==> config.mk <==
export PLATFORM = sky130hd
export DESIGN_NAME = data_memory
export DESIGN_NICKNAME = d
export VERILOG_FILES = /design/src/rtl/data_memory.sv
export SDC_FILE = /design/constraint.sdc
export NUM_CORES = 2
export LEC_CHECK = 0
export ABC_CLOCK_PERIOD_IN_PS = 5100
export CORE_MARGIN = 1.5
export CORE_UTILIZATION = 55
export DETAILED_ROUTE_END_ITERATION = 10
export GPL_TIMING_DRIVEN = 1
export PLACE_DENSITY = 0.71
export SYNTH_ARGS = -nofsm -noshare
export SYNTH_HDL_FRONTEND = slang
export SYNTH_SLANG_ARGS = --single-unit
==> constraint.sdc <==
create_clock -name CLK -period 5.1 [get_ports CLK]
set_clock_uncertainty 0.15 [all_clocks]
set_input_delay 1.02 -clock CLK [delete_from_list [all_inputs] [get_ports CLK]]
set_output_delay 1.02 -clock CLK [all_outputs]
set_load 0.03 [all_outputs]
==> src/rtl/data_memory.sv <==
// Multi-cycle 256x8 data memory that stalls the core through BUSYWAIT for ACCESS_LATENCY edges per access.
// Define DMEM_STATS_EN to add saturating LOAD_COUNT/STORE_COUNT outputs.
module data_memory #(
  parameter int ADDR_WIDTH     = 8,
  parameter int DATA_WIDTH     = 8,
  parameter int DEPTH          = 256,
  parameter int ACCESS_LATENCY = 5
) (
  input  logic                  CLK,
  input  logic                  RESET,
  input  logic                  READ,
  input  logic                  WRITE,
  input  logic [ADDR_WIDTH-1:0] ADDRESS,
  input  logic [DATA_WIDTH-1:0] WRITEDATA,
  output logic [DATA_WIDTH-1:0] READDATA,
  output logic                  BUSYWAIT
`ifdef DMEM_STATS_EN
  ,
  output logic [15:0]           LOAD_COUNT,
  output logic [15:0]           STORE_COUNT
`endif
);

  typedef enum logic [1:0] {IDLE, ACCESS, DONE} state_t;

  localparam logic [3:0] COUNT_INIT = 4'(ACCESS_LATENCY - 1);

  state_t                state;
  logic [3:0]            count;
  logic [ADDR_WIDTH-1:0] lat_addr;
  logic [DATA_WIDTH-1:0] lat_data;
  logic                  lat_write;
  logic                  complete;
  logic [DATA_WIDTH-1:0] mem [DEPTH];

  assign complete = (state == ACCESS) && (count == 4'd0);
  assign BUSYWAIT = ((state == IDLE) && (READ || WRITE)) || (state == ACCESS);

  // The array has no reset; a reset on the completion edge suppresses the store.
  always_ff @(posedge CLK) begin
    if (RESET && complete && lat_write) begin
      mem[lat_addr] <= lat_data;
    end
  end

  always_ff @(posedge CLK) begin
    if (!RESET) begin
      state     <= IDLE;
      count     <= 4'd0;
      READDATA  <= '0;
      lat_addr  <= '0;
      lat_data  <= '0;
      lat_write <= 1'b0;
    end else begin
      case (state)
        IDLE: begin
          if (READ || WRITE) begin
            lat_addr  <= ADDRESS;
            lat_data  <= WRITEDATA;
            lat_write <= WRITE;
            count     <= COUNT_INIT;
            state     <= ACCESS;
          end
        end
        ACCESS: begin
          if (count == 4'd0) begin
            if (!lat_write) begin
              READDATA <= mem[lat_addr];
            end
            state <= DONE;
          end else begin
            count <= count - 4'd1;
          end
        end
        DONE:    state <= IDLE;
        default: state <= IDLE;
      endcase
    end
  end

`ifdef DMEM_STATS_EN
  always_ff @(posedge CLK) begin
    if (!RESET) begin
      LOAD_COUNT  <= 16'd0;
      STORE_COUNT <= 16'd0;
    end else if (complete) begin
      if (lat_write && (STORE_COUNT != 16'hFFFF)) begin
        STORE_COUNT <= STORE_COUNT + 16'd1;
      end
      if (!lat_write && (LOAD_COUNT != 16'hFFFF)) begin
        LOAD_COUNT <= LOAD_COUNT + 16'd1;
      end
    end
  end
`endif

endmodule

Word level (Yosys, flattened, before mapping)
Memories as Yosys holds them, arrays and structs flattened. A register that Yosys moved wholly into a read port is not among the register bits.
Cells that the tools add are included.
{"block": "totals", "register_bits": 23, "mem_bits_rw": 2048, "output_inout_bits": 9, "word_cells": 34, "memories": 1}
{"block": "classes", "add_sub_neg": 1, "n_eq_ne": 4, "muxes": 8, "bitwise_logic": 1, "reduce_logical": 14}
{"name": "mem", "depth": 256, "word_bits": 8, "rd": 1, "rd_ports_with_merged_regs": 1, "wr": 1, "line": "34", "rtl": "logic [DATA_WIDTH-1:0] mem [DEPTH];"}
{"operator": "$mux 4", "n": 2}
{"operator": "$pmux 4 s2", "n": 1}
{"operator": "$reduce_and 3->1", "n": 2}
{"operator": "$logic_and 1x1->1", "n": 4}
{"operator": "$logic_not 4->1", "n": 1}
{"operator": "$mux 2", "n": 2}
{"operator": "$ne 2x1->1 const B", "n": 2}
{"operator": "$pmux 2 s2", "n": 1}
{"operator": "$reduce_and 2->1", "n": 2}
{"operator": "$sub 4x1->4 const B", "n": 1}
{"operator": "$eq 2x1->1 const B", "n": 1}
{"operator": "$logic_not 2->1", "n": 1}
{"operator": "$logic_or 1x1->1", "n": 2}
{"operator": "$mux 1", "n": 2}
{"operator": "$ne 2x2->1 const B", "n": 1}
{"operator": "$reduce_bool 2->1", "n": 1}
{"operator": "$logic_not 1->1", "n": 1}
{"operator": "$not 1->1", "n": 1}

Depth between registers and ports, before layout
{"block": "logic_depth", "word_depth": 6, "mapped_depth": 13, "depth_no_buf": 9}

Least setup slack after synthesis
OpenSTA, ideal clock, no wires.
{"block": "synth_timing", "kind": "register to register", "startpoint": "reg lat_data[0]", "endpoint": "mem mem[0][0], data pin", "setup_time_ns": 0.856, "arrival_ns": 3.397, "required_ns": 4.094, "path_slack_ns": 0.697, "path_stages_with_launch": 1, "n_path_buf": 0, "cell_sequence": "dfxtp_1"}
{"item": "start, declared", "line": "31", "rtl": "logic [DATA_WIDTH-1:0] lat_data;"}
{"item": "start signal, assigned", "line": "52", "rtl": "lat_data <= '0;"}
{"item": "start signal, assigned", "line": "59", "rtl": "lat_data <= WRITEDATA;"}
{"item": "end, declared", "line": "34"}
No word-level cell before the write port.

==> PnR_summary.wiki <==
{| class="wikitable"
! Metric !! Value
|-
| Status || complete, but fails checks
|-
| Violated checks || design-rule violations
|-
| Number of buffers inserted by hold repair at cts || 0
|-
| Total wirelength of the detailed-routed design || 206,000 um
|-
| Leading register cell type out of synthesis || edfxtp_1
|-
| Area of combinational cells with multiple inputs || between 15,000 and 20,000 um2
|-
| Required time of the critical path || ~5700 ps
|-
| RSZ-0062 raised after global routing || false
|-
| Part of the cycle the worst path needs || between 80% and 90%
|-
| Setup TNS Final || 0 ps
|-
| Initial antenna violation count || 4
|-
| Synth async-reset ratio || 0%
|-
| Internal power || between 20 and 30 mW
|-
| Class of the tightest hold or removal check || flip-flop to flip-flop
|-
| Number of rows in the core area || 140
|-
| Relative slew slack || around a fifth
|-
| Placed inst area || around 84,000 um2
|-
| Share of the yosys chip area belonging to registers || between 70% and 80%
|-
| Number of inserted filler cells in the final layout || around 9.8k
|-
| Share of post-route cells with drive strength above 1 || a little under a quarter
|-
| Area growth from synthesis to layout || 11.4%
|-
| Net count of the mapped netlist || just under 4k
|-
| TritonCTS clock tree || yes
|-
| Cell count after synthesis || 3,913
|-
| Clock slew seen by the registers of the worst setup and hold paths || roughly 60 ps
|-
| I/O pin count || 29
|-
| Post-synthesis area per instance || 20.7 um2
|-
| Final setup vio count || 0
|-
| Synth top area share || between 70% and 80%
|-
| Power per cell area || ~410 nW/um2
|-
| Core area || about 150,000 um2
|-
| Highest Clock Rate || around 0.24 GHz
|-
| Peak ir drop on the vdd network || about 370 uV
|-
| Net load switching power || between 8 and 9 mW
|-
| Reported leakage power || 28.2 nW
|-
| Pin count of the biggest net entering global routing || 201
|-
| Starting Density || a little under three fifths
|-
| Post-CTS setup buffers || 0
|-
| TritonCTS Sinks || 2,079
|-
| RD Place Congestion || between 0.8 and 0.9
|-
| Area share of xor/xnor cells in the synthesized design || less than 1%
|-
| Clock tree root buffer cell || clkbuf_16
|-
| Switching share of total power || 23.8%
|-
| Mux share of post-synthesis cell area || 15.7%
|-
| Synth cell count leaders || edfxtp_1 (2,048), mux4_2 (484), nor2_1 (303)
|-
| Final net count || a little over 4k
|-
| Number of iterations in the first detailed-routing pass || 9
|-
| Worst-Skew Late Latency || 840 ps
|-
| Crit start category || flip-flop
|-
| Vias/cell || between 6 and 7
|-
| Port Buffers || 28
|-
| Post-route design area || 90,300 um2
|-
| Number of vias after detailed routing || around 41k
|-
| Floorplan die area || ~150,000 um2
|-
| Post-synthesis instance area || about 81,000 um2
|-
| Distinct cells, synth || 74
|-
| Number of synthesized flops with an enable pin || between 2k and 2.5k
|-
| Number of max-cap violations || 0
|-
| Count of final hold-check violations || 0
|-
| Flip-flop and latch count after synthesis || approximately 2.1k
|-
| Max Slew Vio Count || 0
|-
| Sequential share of power || between 50 and 60%
|-
| Biggest area contributors in the synthesized netlist || edfxtp_1 (76%), mux4_2 (13%), mux2i_1 (2.0%)
|-
| Iteration-0 DRC Markers || 6,108
|-
| Vias in the first global route || around 41k
|-
| Die outline width || between 300 and 400 um
|-
| Main combinational cell family by area after synthesis || multiplexers
|-
| Type of element capturing the critical path || flip-flop
|-
| Synthesized-area fraction occupied by and/or/nand/nor cells || under 10%
|-
| Overall power || between 30 and 40 mW
|-
| Clock buffer count from CTS || 197
|-
| Arr. time, crit path || between 4000 and 5000 ps
|-
| Clock period minus worst slack || roughly 4200 ps
|-
| Global-route total usage across every layer || 27.6%
|-
| Yosys warning total || 0
|-
| Maximum fanout count along the critical path || 33
|-
| Clock Power Share || 38.7%
|-
| Level count of the clock H-tree || 4
|-
| Most frequently used cell type in the post-synthesis netlist || edfxtp_1
|-
| Post-cts repair resize count || 0
|-
| Wire length of the first global-routing pass || ~300,000 um
|-
| Worst setup path category || flip-flop to flip-flop
|-
| Antenna viol nets, final || 0
|-
| Chip Height || around 390 um
|-
| Grt ovf || 0
|-
| WL/cell || between 30 and 40 um
|-
| Storage element area || just over 60,000 um2
|-
| Fraction of the mapped netlist area in compound gates || under 10%
|-
| Actual transition at the worst max-transition pin || around 1200 ps
|-
| CTS max path bufs || 3
|-
| Post-detailed-route DRC marker count || 2
|-
| DPL Wire Length || around 130,000 um
|-
| Synth Area in Adders || less than 1%
|-
| Logic gate share of total power || a little under a tenth
|-
| Yosys top cell by area || edfxtp_1
|}
## layout by cell type, fill, tap and decap left out, drive strengths merged, types with 15 or more instances in the layout
master            n
o22ai            35
nor2            303
mux4            485
clkinv          103
edfxtp         2048
inv              18
nor3             23
clkbuf          232
nand3            36
a32oi            26
nand2           210
bufinv           15
mux2i           165
a22oi            33
a21boi           19
clkdlybuf4s50    28
buf             171
o21ai            42
nand4            17
a21oi            24
dfxtp            31
## worst paths after layout
check | start | slack (ps) | to | cells past startpoint
worst max-delay path | lat_addr[0]$_SDFFE_PN0P_ | 920 | READDATA[3]$_SDFFE_PN0P_ | 8
worst min-delay path | lat_write$_SDFFE_PN0P_ | 380 | lat_write$_SDFFE_PN0P_ | 2
worst max register to register | lat_addr[0]$_SDFFE_PN0P_ | 920 | READDATA[3]$_SDFFE_PN0P_ | 8
worst min register to register | lat_write$_SDFFE_PN0P_ | 380 | lat_write$_SDFFE_PN0P_ | 2
## cell type report
| class | count | share of cell area, % |
|---|---|---|
| timing repair buffer | 199 | 2.04 |
| sequential | 2079 | 68.8 |
| inverter | 9 | 0.0457 |
| tap | 1917 | 2.66 |
| clock inverter | 137 | 1.33 |
| multi-input combinational | 1592 | 19.4 |
| clock buffer | 232 | 5.67 |
| antenna | 1 | 0.00277 |
## power groups by stage
stage / Combinational [mW] / Clock [mW] / Sequential (mW)
final: 3.40 / 14.4 / 19.4
after global routing: 3.52 / 15.1 / 19.4
after CTS: 3.35 / 14.5 / 19.4
after detailed placement: 3.34 / 0 / 19.7
after global placement: 3.31 / 0 / 19.7
after floorplan: 1.91 / 0 / 19.9
## routing by layer
| metal | vias up | part of all wire [%] | global-route usage [%] |
|---|---|---|---|
| met5 | - | 0.0058 | 0 |
| met4 | 2 | 3.7 | 9.65 |
| met3 | 392 | 12 | 7.06 |
| met2 | 2746 | 45 | 40.9 |
| met1 | 21500 | 38 | 40.4 |
| li1 | 16500 | - | - |
## per-stage QoR
step	std cells	hold WS [ps]	setup slack [ps]	util, %
floorplan	3913	326	697	-
global placement	5796	357	876	57.6
detailed placement	5796	367	883	57.6
CTS	6165	376	1000	61.9
global route	6165	395	882	61.9
finish	6166	378	921	61.9
## worst max-delay path, cell delays in order (launching register included)
cell     delay (ps)
dfxtp_4         940
buf_12          330
buf_4           330
mux4_2          640
a22oi_1         240
a31oi_1         270
o21ai_0         700
a41o_1          300
o31ai_1          80
## cells by family (layout without fill, tap and decap cells)
| logic type | count (synthesis) | after routing |
|---|---|---|
| flip-flops | 2079 | 2079 |
| multiplexers | 664 | 664 |
| other | 0 | 1 |
| XOR/XNOR | 2 | 2 |
| buffers and inverters | 242 | 577 |
| AND/OR/NAND/NOR | 641 | 641 |
| AO/OA/AOI/OAI | 284 | 284 |
| adder cells (fa/ha/maj) | 1 | 1 |
## flip-flops by register name (all words and copies together) (netlist names)
name and count:
lat_addr 8, READDATA 8, lat_data 8, mem 2048, lat_write 1, state 2, count 4
(Power assumes the default switching activity.)
